==> src/rtl/seg7_scan_decoder.sv <==
// Purpose: reads back a multiplexed active-low 8-digit 7-segment display into a 32-bit hex value.
// Latency: inputs stable from edge 0 are captured at edge SETTLE_CYCLES+2; frame_done follows one cycle later.
// Backpressure: none; each stable input interval is evaluated exactly once, and shorter holds are ignored.
module seg7_scan_decoder #(
  parameter int unsigned SETTLE_CYCLES = 16
) (
  input  logic        CLK100MHZ,
  input  logic        CPU_RESETN,
  input  logic [7:0]  AN,
  input  logic        CA,
  input  logic        CB,
  input  logic        CC,
  input  logic        CD,
  input  logic        CE,
  input  logic        CF,
  input  logic        CG,
  input  logic        DP,
  output logic [31:0] digits,
  output logic [7:0]  dp_seen,
  output logic [7:0]  digit_valid,
  output logic        frame_done,
  output logic        bad_pattern,
  output logic        bad_anode
);

  typedef enum logic [1:0] {
    ST_WAIT = 2'd0,
    ST_EVAL = 2'd1,
    ST_HOLD = 2'd2
  } state_e;

  // The count reaches SETTLE_CYCLES-1 once the bus has been stable for SETTLE_CYCLES samples.
  localparam logic [15:0] SETTLE_LAST = 16'(SETTLE_CYCLES - 1);
  localparam logic [15:0] CNT_MAX     = 16'hFFFF;
  // Reset image of the sampled bus: all anodes off, all segments dark, DP dark.
  localparam logic [15:0] BUS_IDLE    = 16'hFFFF;

  // Sampled bus layout: {AN[7:0], CA, CB, CC, CD, CE, CF, CG, DP}, segment a at bit 7.
  logic [15:0] s_in_d, s_in_q;
  logic [15:0] s_prev_d, s_prev_q;
  logic [15:0] cnt_d, cnt_q;
  state_e      state_d, state_q;

  logic [31:0] digits_d, digits_q;
  logic [7:0]  dp_seen_d, dp_seen_q;
  logic [7:0]  digit_valid_d, digit_valid_q;
  logic        frame_done_d, frame_done_q;
  logic        bad_pattern_d, bad_pattern_q;
  logic        bad_anode_d, bad_anode_q;

  logic        in_changed;
  logic [7:0]  an_sel;
  logic [6:0]  seg_lit;
  logic        dp_lit;
  logic        an_any;
  logic        an_multi;
  logic [2:0]  an_idx;
  logic        pat_ok;
  logic [3:0]  pat_nib;

  // Input stage: one register to sample the pins, a second copy to detect changes.
  always_comb begin
    s_in_d   = {AN, CA, CB, CC, CD, CE, CF, CG, DP};
    s_prev_d = s_in_q;
  end

  assign in_changed = (s_in_q != s_prev_q);

  // Stability counter: restarts on any change of the sampled bus, otherwise counts up and saturates.
  always_comb begin
    cnt_d = cnt_q;
    if (in_changed) begin
      cnt_d = '0;
    end else if (cnt_q != CNT_MAX) begin
      cnt_d = cnt_q + 16'd1;
    end
  end

  // Settle FSM: a change always restarts the wait; a settled interval is evaluated once, then held.
  always_comb begin
    state_d = state_q;
    if (in_changed) begin
      state_d = ST_WAIT;
    end else begin
      case (state_q)
        ST_WAIT: if (cnt_q >= SETTLE_LAST) state_d = ST_EVAL;
        ST_EVAL: state_d = ST_HOLD;
        ST_HOLD: state_d = ST_HOLD;
        default: state_d = ST_WAIT;
      endcase
    end
  end

  // The evaluated value is s_prev: it equals the settled bus even when a new change lands in the EVAL cycle.
  assign an_sel  = ~s_prev_q[15:8];
  assign seg_lit = ~s_prev_q[7:1];
  assign dp_lit  = ~s_prev_q[0];

  // Anode classification: none selected, exactly one selected (with its index), or several selected.
  always_comb begin
    an_any   = |an_sel;
    an_multi = ((an_sel & (an_sel - 8'd1)) != 8'd0);
    an_idx   = 3'd0;
    for (int i = 0; i < 8; i++) begin
      if (an_sel[i]) an_idx = 3'(i);
    end
  end

  // Segment decode, lit segments listed as {a,b,c,d,e,f,g}; anything else is an illegal pattern.
  always_comb begin
    pat_ok  = 1'b1;
    pat_nib = 4'h0;
    case (seg_lit)
      7'b1111110: pat_nib = 4'h0;
      7'b0110000: pat_nib = 4'h1;
      7'b1101101: pat_nib = 4'h2;
      7'b1111001: pat_nib = 4'h3;
      7'b0110011: pat_nib = 4'h4;
      7'b1011011: pat_nib = 4'h5;
      7'b1011111: pat_nib = 4'h6;
      7'b1110000: pat_nib = 4'h7;
      7'b1111111: pat_nib = 4'h8;
      7'b1110011: pat_nib = 4'h9;
      7'b1110111: pat_nib = 4'hA;
      7'b0011111: pat_nib = 4'hB;
      7'b0001101: pat_nib = 4'hC;
      7'b0111101: pat_nib = 4'hD;
      7'b1001111: pat_nib = 4'hE;
      7'b1000111: pat_nib = 4'hF;
      default:    pat_ok  = 1'b0;
    endcase
  end

  // Capture, error pulses and frame bookkeeping; frame_done fires the cycle after valid fills, then valid clears.
  always_comb begin
    digits_d      = digits_q;
    dp_seen_d     = dp_seen_q;
    digit_valid_d = digit_valid_q;
    frame_done_d  = 1'b0;
    bad_pattern_d = 1'b0;
    bad_anode_d   = 1'b0;

    if (frame_done_q) begin
      digit_valid_d = 8'h00;
    end else if (digit_valid_q == 8'hFF) begin
      frame_done_d = 1'b1;
    end

    if ((state_q == ST_EVAL) && an_any) begin
      if (an_multi) begin
        bad_anode_d = 1'b1;
      end else if (!pat_ok) begin
        bad_pattern_d = 1'b1;
      end else begin
        digits_d[{an_idx, 2'b00} +: 4] = pat_nib;
        dp_seen_d[an_idx]              = dp_lit;
        digit_valid_d[an_idx]          = 1'b1;
      end
    end
  end

  // State registers with synchronous active-low reset.
  always_ff @(posedge CLK100MHZ) begin
    if (!CPU_RESETN) begin
      s_in_q        <= BUS_IDLE;
      s_prev_q      <= BUS_IDLE;
      cnt_q         <= '0;
      state_q       <= ST_WAIT;
      digits_q      <= '0;
      dp_seen_q     <= '0;
      digit_valid_q <= '0;
      frame_done_q  <= 1'b0;
      bad_pattern_q <= 1'b0;
      bad_anode_q   <= 1'b0;
    end else begin
      s_in_q        <= s_in_d;
      s_prev_q      <= s_prev_d;
      cnt_q         <= cnt_d;
      state_q       <= state_d;
      digits_q      <= digits_d;
      dp_seen_q     <= dp_seen_d;
      digit_valid_q <= digit_valid_d;
      frame_done_q  <= frame_done_d;
      bad_pattern_q <= bad_pattern_d;
      bad_anode_q   <= bad_anode_d;
    end
  end

  assign digits      = digits_q;
  assign dp_seen     = dp_seen_q;
  assign digit_valid = digit_valid_q;
  assign frame_done  = frame_done_q;
  assign bad_pattern = bad_pattern_q;
  assign bad_anode   = bad_anode_q;

endmodule

==> config.mk <==
export PLATFORM = sky130hd
export DESIGN_NAME = seg7_scan_decoder
export DESIGN_NICKNAME = d
export VERILOG_FILES = /design/src/rtl/seg7_scan_decoder.sv
export SDC_FILE = /design/constraint.sdc
export NUM_CORES = 1
export LEC_CHECK = 0
export CORE_MARGIN = 2
export CORE_UTILIZATION = 55
export CTS_BUF_LIST = sky130_fd_sc_hd__clkbuf_8
export CTS_CLUSTER_SIZE = 12
export DETAILED_ROUTE_END_ITERATION = 8
export PLACE_DENSITY = 0.81
export REMOVE_ABC_BUFFERS = 1
export SYNTH_ARGS = -nofsm -noshare
export SYNTH_HDL_FRONTEND = slang
export SYNTH_SLANG_ARGS = --single-unit
==> constraint.sdc <==
create_clock -name CLK100MHZ -period 3.5 [get_ports CLK100MHZ]
set_input_delay 1.05 -clock CLK100MHZ [delete_from_list [all_inputs] [get_ports CLK100MHZ]]
set_output_delay 1.05 -clock CLK100MHZ [all_outputs]
set_load 0.005 [all_outputs]
# After elaboration in Yosys (flattened, before gate mapping)
# Index checks and enable logic that the tools add are counted.
[classes] muxes=22 n_addsub=3 bitwise=8 n_reduce_logical=12 n_eq_ne=22 magnitude_cmp=3 shift=2
[ops] cell="7-bit == test, second input constant" n=11
[ops] cell="4-bit case mux with 15 select lines" n=1
[ops] cell="32-bit bitwise mux" n=1
[ops] cell="8-bit 2-to-1 mux" n=4
[ops] cell="4-bit by 7-bit variable shift with 32-bit output, first input constant" n=1
[ops] cell="4-bit by 7-bit indexed part select with 32-bit output" n=1
[ops] cell="7-bit by 6-bit == test with 1-bit output, second input constant" n=3
[ops] cell="3-bit 2-to-1 mux" n=6
[ops] cell="16-bit by 1-bit adder with 16-bit output, second input constant" n=1
[ops] cell="16-bit by 4-bit >= comparator with 1-bit output, second input constant" n=1
[ops] cell="16-bit inequality test" n=1
[ops] cell="16-bit inequality test, second input constant" n=1
[ops] cell="16-bit OR reduction" n=1
[ops] cell="8-bit bitwise AND" n=1
[ops] cell="8-bit bitwise mux" n=1
[ops] cell="8-bit == test, second input constant" n=1
[ops] cell="8-bit inverter" n=1
[ops] cell="8-bit bitwise OR" n=1
[ops] cell="8-bit nonzero test" n=1
[ops] cell="8-bit OR reduction" n=1
[ops] cell="8-bit by 1-bit subtractor with 8-bit output, second input constant" n=1
[ops] cell="7-bit by 4-bit == test with 1-bit output, second input constant" n=1
[ops] cell="7-bit by 5-bit == test with 1-bit output, second input constant" n=1
[ops] cell="5-bit negation with 7-bit output" n=1
[ops] cell="17 further kinds" n=28
[totals] reg_bits=101 word_cells=82 output_inout_bits=51 input_bits=18

# Logic depth before layout (Yosys ltp)
[depth] ltp_word=16 ltp_mapped=13 depth_no_buf=11

# Worst setup path after synthesis
# No wires, ideal clock.
[synth_timing] kind="register to register" startpoint="register s_prev_q[10]" endpoint="register digits_q[0] (netlist: digits[0])" t_required_ns=3.383 path_slack_ns=0.710 setup_ns=0.117 period_less_slack_ns=2.790 path_stages_with_launch=14 arrival_time_ns=2.673 n_path_buf=2 path_cell_list="dfxtp_1 -> buf_2 -> nand2b_1 -> a21o_1 -> a31oi_1 -> buf_2 -> inv_1 -> ha_1 -> ha_1 -> nand3b_1 -> nor4_1 -> o21ai_1 -> mux2i_1 -> nor2_1"
[synth_via] elab_chain_cells=10 elab_cells_between_ends=18 classes_between="add/sub: 2; shift: 2; mux: 7; bitwise: 3; reduce/logical: 4"
[synth_lines] element="start, declared" line="40" text="logic [15:0] s_prev_d, s_prev_q;"
[synth_lines] element="start signal, assigned" line="177" text="s_prev_q <= s_prev_d;"
[synth_lines] element="8-bit inverter *" line="95" text="assign an_sel = ~s_prev_q[15:8];"
[synth_lines] element="3-bit 2-to-1 mux (6 in series)" line="105" text="if (an_sel[i]) an_idx = 3'(i);"
[synth_lines] element="5-bit negation with 7-bit output" line="155" text="digits_d[{an_idx, 2'b00} +: 4] = pat_nib;"
[synth_lines] element="4-bit by 7-bit indexed part select with 32-bit output / 4-bit by 7-bit variable shift with 32-bit output (equally long branches)" line="155"
[synth_lines] element="32-bit bitwise mux" line="155"
[synth_lines] element="end signal, assigned" line="180" text="digits_q <= digits_d;"
[synth_lines] element="end, declared" line="44" text="logic [31:0] digits_d, digits_q;"
# Mark *: on every way between the ends. The rest lies on a longest branch, timed or not.
# A chain may end at the register's enable or synchronous reset.

# Worst setup path in the final report
[layout_timing] startpoint="register s_prev_q[10]" endpoint="register digits_q[2] (netlist: digits[2])"
# The elaborated chain is that of the path after synthesis.

==> metrics.yaml <==
die_w_um: 96.5
cts.reportedPaths.clkPinSlew_ns: 0.09
syn_inst: 496
tns_ns: 0
grt_usage: 0.230
cts_resized: 0
dpl.hpwl_um: 7400
vias: 3686
worstHoldEndpoint: "dp_seen[1]$_SDFFE_PN0P_"
power_density_nw_per_um2: 361
finalHoldViolations: 0
cp.required_ns: 3.75
viasPerCell: 5.56
numPortBuffers: 68
min_path_cells: 2
synth.avg_cell_area_um2: 9.49
clk_latency_ns: 0.36
synth_most_common_cell: "dfxtp_1"
cts_buffer_depth: 2
drt_iter0_markers: 135
ctsHtreeMaxLevel: 3
fin_crit_ns: 3.03
n_antenna_cell: 0
period_share: 0.865
firstDrtPassIters: 4
tightestPinTransition_ns: 0.822
reg2reg_slack_ns: 0.47
ys_seq_area_frac: 0.429
outcome: "finished, final reports clean"
drive_gt1_frac: 0.0771
synth_cell_types: 57
antenna_found_initial: 0
rsz0062_at_grt: "no"
fillers: 682
ys_seq_elements: 101
dieArea_um2: 9320
ff2ff_path_depth: 12
worst_r2r_endpoint: "digits[2]$_SDFFE_PN0P_"
netlist.area_leader.share: 0.429
clock-sinks: 101
synth_area_leaders: "dfxtp_1 (43%), mux2i_1 (9.4%), nand2b_1 (4.9%)"
start_kind: "flip-flop"
hold_slack_ns: 0.462
cts_tree: "done"
area_growth_pct: 19.0
routedWlPerCell_um: 15.0
reg2reg_from: "s_prev_q[10]$_SDFF_PN1_"
synth_area_leader_cell: "dfxtp_1"
async_reset_ff_frac: 0
die_h_um: 96.5
ctsHoldBuffers: 0
path_class: "reg -> reg"
maxSlewViolCount: 0
drv_cap: 0
yosysWarnings: 0
cts_setup_buffers: 0
postRouteAntennaNets: 0
synth_edf_count: 0
critPathCaptureType: "flip-flop"
min_from: "dp_seen[1]$_SDFFE_PN0P_"
cts_made_buffers: 9
slew_headroom: 0.451
root_buffer: "clkbuf_8"
hold_path_class: "reg -> reg"
vdd_ir_drop_max_mv: 0.258
pin_count: 69
start_util: 0.570
drcViolationCount: 0
crit_fanout: 12
synth_ff_type: "dfxtp_1"
place_congestion: 0.888
grt_pass1_wl_um: 16800
finalWirelength_um: 9910
arrival_ns: 3.27
netlist_area_um2: 4710
grt_pass1_vias: 3550
finalSetupViolations: 0
grt_overflow: 0
max_freq_ghz: 0.330
core_area_um2: 8260
finClkSkew_ns: 0.0128
synth.top_cells.by_count: "dfxtp_1 (101), nand2_1 (61), mux2i_1 (44)"
num_rows: 33
leakagePower_nw: 2.00
grt_max_degree: 66
nets: 581
[layout make-up]
type	count	area (µm²)	share of cell area
clock buffer	9	124	0.0221
sequential	101	2020	0.361
tap	105	131	0.0234
multi-input combinational	358	2530	0.451
timing repair buffer	73	713	0.127
inverter	10	37.5	0.00669
clock inverter	7	50.0	0.00893
[worst max-delay path by stage]
stage,from,endpoint,cells after the start
after floorplan,s_prev_q[10]$_SDFF_PN1_,digits[0]$_SDFFE_PN0P_,11
after global placement,s_prev_q[10]$_SDFF_PN1_,digits[3]$_SDFFE_PN0P_,12
after detailed placement,s_prev_q[10]$_SDFF_PN1_,digits[2]$_SDFFE_PN0P_,12
after CTS,s_prev_q[10]$_SDFF_PN1_,digits[2]$_SDFFE_PN0P_,12
after global routing,s_prev_q[10]$_SDFF_PN1_,digits[3]$_SDFFE_PN0P_,12
final,s_prev_q[10]$_SDFF_PN1_,digits[2]$_SDFFE_PN0P_,12
[power breakdown]
part | internal [W] | switching (W) | leakage [nW]
clock network | 0.000261 | 0.000402 | 0.0874
registers | 0.00117 | 0.0000269 | 0.821
logic | 0.0000736 | 0.0000940 | 1.09
total | 0.00150 | 0.000523 | 2.00
[metal layers]
| layer | vias up | share of wire | global-route usage | routed length [µm] |
|---|---|---|---|---|
| met5 | - | 0 | 0 | 0 |
| met4 | 0 | 0.018 | 0.0786 | 176 |
| met3 | 13 | 0.043 | 0.0419 | 422 |
| met2 | 100 | 0.49 | 0.394 | 4880 |
| met1 | 1742 | 0.45 | 0.293 | 4440 |
| li1 | 1831 | - | - | - |
[cell families after synthesis]
group                      count (synthesis)  synth area share
adders and majority gates                 11            0.0287
xor gates and xnor gates                  29            0.0539
DFF                                      101             0.429
and+or+nand+nor                          239             0.307
buffers and inverters                     37            0.0337
AOI/OAI and AO/OA                         35            0.0539
muxes                                     44            0.0935
[sequential cells by signal, summed over array words and instances, names as in the netlist]
register,count
s_prev_q,16
bad_pattern,1
s_in_q,16
frame_done,1
state_q,2
dp_seen,8
bad_anode,1
digits,32
cnt_q,16
digit_valid,8
[placed cells by master (no fill, tap or decap), types with 2 or more instances in the layout]
master / instances
dfxtp_1: 101
clkdlybuf4s50_1: 67
nand2_1: 61
mux2i_1: 44
nand2b_1: 37
nand3_1: 27
nor2_1: 27
xnor2_1: 24
nand4_1: 13
inv_1: 10
nor3_1: 10
ha_1: 10
nor2b_1: 9
clkbuf_8: 9
nor4_1: 8
a21oi_1: 7
o21a_1: 7
nand3b_1: 6
xor2_1: 5
nor3_4: 5
buf_4: 5
o21ai_0: 4
nor4_4: 4
and4_1: 3
and3_1: 3
nor4b_1: 3
nor4bb_1: 3
nor3b_1: 3
o2111ai_1: 3
a31oi_1: 2
or4_1: 2
o211ai_1: 2
o41ai_1: 2
nor3_2: 2
nor3b_2: 2
inv_6: 2
clkinvlp_4: 2
[worst max-delay path, cell delays in order (launching register included)]
cell and delay (ns):
dfxtp_1 0.48, nand2b_1 0.09, a21o_1 0.19, a31oi_1 0.17
buf_4 0.22, inv_1 0.14, ha_1 0.23, ha_1 0.37
nand3b_1 0.20, nor4_1 0.30, o21ai_1 0.25, mux2i_1 0.22
nor2_1 0.05
[through the flow]
step	utilization	setup WS (ns)	instance area, µm²	instances	power [W]
finish	0.679	0.474	5610	663	0.00202
global route	0.679	0.224	5610	663	0.00211
CTS	0.679	0.461	5610	663	0.00204
detailed placement	0.658	0.493	5430	647	0.00138
global placement	0.658	0.635	5430	647	0.00138
floorplan	-	0.393	4590	469	0.00132
(Power assumes the default switching activity.)
